===== config.mk =====
export PLATFORM = sky130hd
export DESIGN_NAME = sc_down
export DESIGN_NICKNAME = d
export VERILOG_FILES = /design/src/rtl/sc_pkg.sv /design/src/rtl/sc_down.sv
export SDC_FILE = /design/constraint.sdc
export NUM_CORES = 1
export LEC_CHECK = 0
export CAP_MARGIN = 20
export CORE_ASPECT_RATIO = 1.1
export CORE_MARGIN = 1
export CORE_UTILIZATION = 40
export DETAILED_ROUTE_END_ITERATION = 10
export PLACE_DENSITY = 0.75
export SETUP_SLACK_MARGIN = 0.5
export SLEW_MARGIN = 20
export SYNTH_ARGS = -nofsm -noshare
export SYNTH_HDL_FRONTEND = slang
export SYNTH_SLANG_ARGS = --single-unit

===== constraint.sdc =====
create_clock -name clk -period 2.2 [get_ports clk]
set_clock_uncertainty 0.2 [all_clocks]
set_input_delay 0.33 -clock clk [delete_from_list [all_inputs] [get_ports clk]]
set_output_delay 0.33 -clock clk [all_outputs]
set_load 0.02 [all_outputs]

===== src/rtl/sc_pkg.sv =====
// Shared definitions for the sc counter family: default width and the
// state encoding used by the down-counter/timer.
package sc_pkg;

  localparam int SC_WIDTH_DEF = 4;

  localparam logic [1:0] ST_IDLE = 2'b00;
  localparam logic [1:0] ST_RUN  = 2'b01;
  localparam logic [1:0] ST_DONE = 2'b10;

endpackage


===== src/rtl/sc_down.sv =====
// Loadable synchronous down-counter/timer. Counts down on en, pulses tc for
// one cycle on the zero-reach edge, then reloads (periodic) or parks in DONE
// (one-shot).
//
// state | meaning
// IDLE  | after reset; waits for load, en ignored, count held
// RUN   | counting; load re-arms, en decrements, zero+en fires tc
// DONE  | one-shot expired; count held at 0, waits for load
module sc_down
  import sc_pkg::*;
#(
  parameter int WIDTH = SC_WIDTH_DEF
) (
  input  logic             clk,
  input  logic             reset,
  input  logic             en,
  input  logic             load,
  input  logic [WIDTH-1:0] load_val,
  input  logic             oneshot,
  output logic [WIDTH-1:0] r_reg,
  output logic             tc,
  output logic             busy
);

  logic [1:0]       r_state;
  logic [WIDTH-1:0] r_rld;
  logic             r_tc;
  logic             w_zero;

  assign w_zero = (r_reg == '0);

  // State, count, reload value and terminal-count pulse; reset > load > count.
  always_ff @(posedge clk) begin
    if (reset) begin
      r_state <= ST_IDLE;
      r_reg   <= '0;
      r_rld   <= '0;
      r_tc    <= 1'b0;
    end else begin
      r_tc <= 1'b0;
      case (r_state)
        ST_IDLE, ST_DONE: begin
          if (load) begin
            r_reg   <= load_val;
            r_rld   <= load_val;
            r_state <= ST_RUN;
          end
        end
        ST_RUN: begin
          if (load) begin
            r_reg <= load_val;
            r_rld <= load_val;
          end else if (en) begin
            if (!w_zero) begin
              r_reg <= r_reg - 1'b1;
            end else begin
              // Zero-reach edge: oneshot is only looked at here.
              r_tc <= 1'b1;
              if (oneshot) begin
                r_state <= ST_DONE;
              end else begin
                r_reg <= r_rld;
              end
            end
          end
        end
        default: begin
          r_state <= ST_IDLE;
          r_reg   <= '0;
        end
      endcase
    end
  end

  assign tc   = r_tc;
  assign busy = (r_state == ST_RUN);

endmodule


==> metrics.txt <==
Via Count 605; Post-Synthesis Cell Area 635.6 um2; WP data arrival 1710 ps; ANT nets after route 0; vias in the first global route 581; CP startpoint kind flop; Finished Layout Cells between 100 and 150; share of layout cells above drive strength 1 31.25%; Std-Cell Rows 14; die area 1753 um2; Syn Inst Count between 70 and 80; clk_lat worst skew between 200 and 300 ps; antenna cells 0; Placer Congestion 0.7201; initial antenna violation count 0; Reg power frac 43.3%; reg2reg start r_reg[0]$_SDFFE_PP0P_; period utilization 78.48%; HPWL after DPL 1081 um; post-synth top area share ~35%; synth top area cells dfxtp_1, nor2_1, nor4_2, a21oi_1, mux2i_1; setup TNS 0 ps; P_leak 0.0004062 uW; r2r worst-path depth 6; area post-placement 819.5 um2; Remaining Overflow, GRT 0; minimum clock period 1727 ps; final WL 1564 um; ys flop type dfxtp_1; fin nets 108; Routed WL per cell 13.96 um; fmax 579.2 MHz; largest buffer count on any clock path 2; ys async rst share 0%; Die Ht ~44 um; Critical Path RT roughly 2200 ps; slew margin rel. 74.73%; Clk network pwr share a little over a quarter; top-count cell post-synth nor2_1; Commonest cells post-synth nor2_1, dfxtp_1, a21oi_1, inv_1; largest net degree at the start of global routing 11; VDD IR max approximately 400 uV; Sw Ratio 31.61%; die width 40.01 um; Top Ports 15; Syn Nets 86; endpoint type of the worst setup path flop; dpl cells 104; sequential-to-total area share from yosys stat 34.65%; CTS H-tree depth 1; first-pass GRT wire length 2580 um; PortBufs 14; synthesized area per cell ~8.5 um2; run status complete, no violations; reg2reg end r_reg[3]$_SDFFE_PP0P_; Design Power 534.1 uW; drt initial violations 7; crit-path max FO 4; DRC 0; number of synthesized flops with an enable pin 0; core area 1419 um2; RSZ-0062 raised after global routing true; first drt pass iteration count 4; Comb power frac between 20 and 30%; Synth Register Bits 11; CTS tree built; crit path kind reg -> reg; Critical path origin r_reg[0]$_SDFFE_PP0P_; yosys warns 0; max-cap violations 0; clock sink count 11; leading area contributor after synthesis dfxtp_1; Slew Limit Fails 0; hold crit path type reg -> reg; total track usage 21.73%; Via density 5.402; Least-Margin Pin Slew 378.4 ps; synthesis-to-finish area growth 43.70%; crit path capture r_reg[3]$_SDFFE_PP0P_; CTS Buf Count 3; post-route cell area roughly 910 um2; Initial Util 44.80%; Final Util 64.37%; power per cell area roughly 600 nW/um2; Worst-path clk slew 70 ps; P_sw 168.8 uW; final hold vios 0; count of cell types in the netlist 27; root buffer cell clkbuf_4; setup violators final 0; setup slack, reg-to-reg 470 ps; Pint 365.2 uW
==> power by group through the flow <==
stage	clock (uW)	combinational (uW)	sequential, uW
5_1_grt	156	173	234
3_3_place_gp	0	137	235
6_report	144	159	231
3_5_place_dp	0	140	235
2_1_floorplan	0	86.9	236
4_1_cts	147	154	228
==> layout make-up <==
cell class / count / area, um2
well taps: 16 / 20.02
fillers: 120 / 505.5
inverters: 7 / 31.28
multi-input cells: 55 / 432.9
repair buffers: 19 / 168.9
clock buffers: 4 / 26.28
flip-flops and latches: 11 / 234.0
==> cells by family (layout without fill, tap and decap cells) <==
logic type	count (synthesis)	count (layout)	synth area share, %
buffers and inverters	9	30	5.709
adder cells (fa/ha/maj)	2	2	3.936
multiplexers	4	4	6.496
AO/OA/AOI/OAI	19	19	18.90
AND/OR/NAND/NOR	30	30	30.32
flip-flops	11	11	34.65
==> worst min-delay path by stage <==
stage | end | slack (ps) | depth (start not counted) | from
5_1_grt | r_reg[2]$_SDFFE_PP0P_ | 370 | 3 | load
4_1_cts | r_rld[2]$_SDFFE_PP0P_ | 330 | 2 | r_rld[2]$_SDFFE_PP0P_
3_5_place_dp | r_rld[2]$_SDFFE_PP0P_ | 310 | 2 | r_rld[2]$_SDFFE_PP0P_
6_report | r_rld[2]$_SDFFE_PP0P_ | 330 | 2 | r_rld[2]$_SDFFE_PP0P_
2_1_floorplan | r_rld[0]$_SDFFE_PP0P_ | 200 | 1 | reset
3_3_place_gp | r_rld[2]$_SDFFE_PP0P_ | 290 | 2 | r_rld[2]$_SDFFE_PP0P_
==> through the flow <==
step | worst slack (ps) | hold WS, ps
floorplan | 505.6 | 202.4
global placement | 197.6 | 291.8
detailed placement | 141.7 | 309.4
CTS | 481.0 | 326.8
global route | 401.6 | 374.0
finish | 473.4 | 327.1
==> critical path: stages, from the launching register on <==
cell and delay (ps):
dfxtp_4 350, inv_4 60, ha_4 140, o21ba_1 160, a2111oi_2 420, nor3_2 90
nor4_2 200
==> repair_timing <==
action	4_1_cts	5_1_grt
setup endpoints to repair	10	10
pin swaps	3	2
setup buffers	3	1
resized for setup	11	9
hold buffers	0	0
==> layer usage <==
metal	global-route usage, %	up-vias	wire (um)
met5	0	-	0
met2	32.26	16	802
met4	6.207	0	17
met3	9.231	3	84
met1	28.16	277	660
li1	-	309	-
==> layout by cell type (no fill, tap or decap), types with 2 or more instances in the layout <==
master,synthesis,routed
nor2_1,13,13
a21oi_1,7,7
clkdlybuf4s50_1,0,7
dfxtp_1,11,6
inv_1,7,5
dlygate4sd2_1,0,5
buf_4,0,5
o21ai_0,4,4
mux2i_1,3,3
nor3_1,4,3
nor4_2,3,3
clkbuf_4,0,3
dfxtp_4,0,3
inv_4,0,2
nor2b_1,2,2
o21ai_1,2,2
dfxtp_2,0,2
Note: power is estimated with default switching activity, not from simulation.
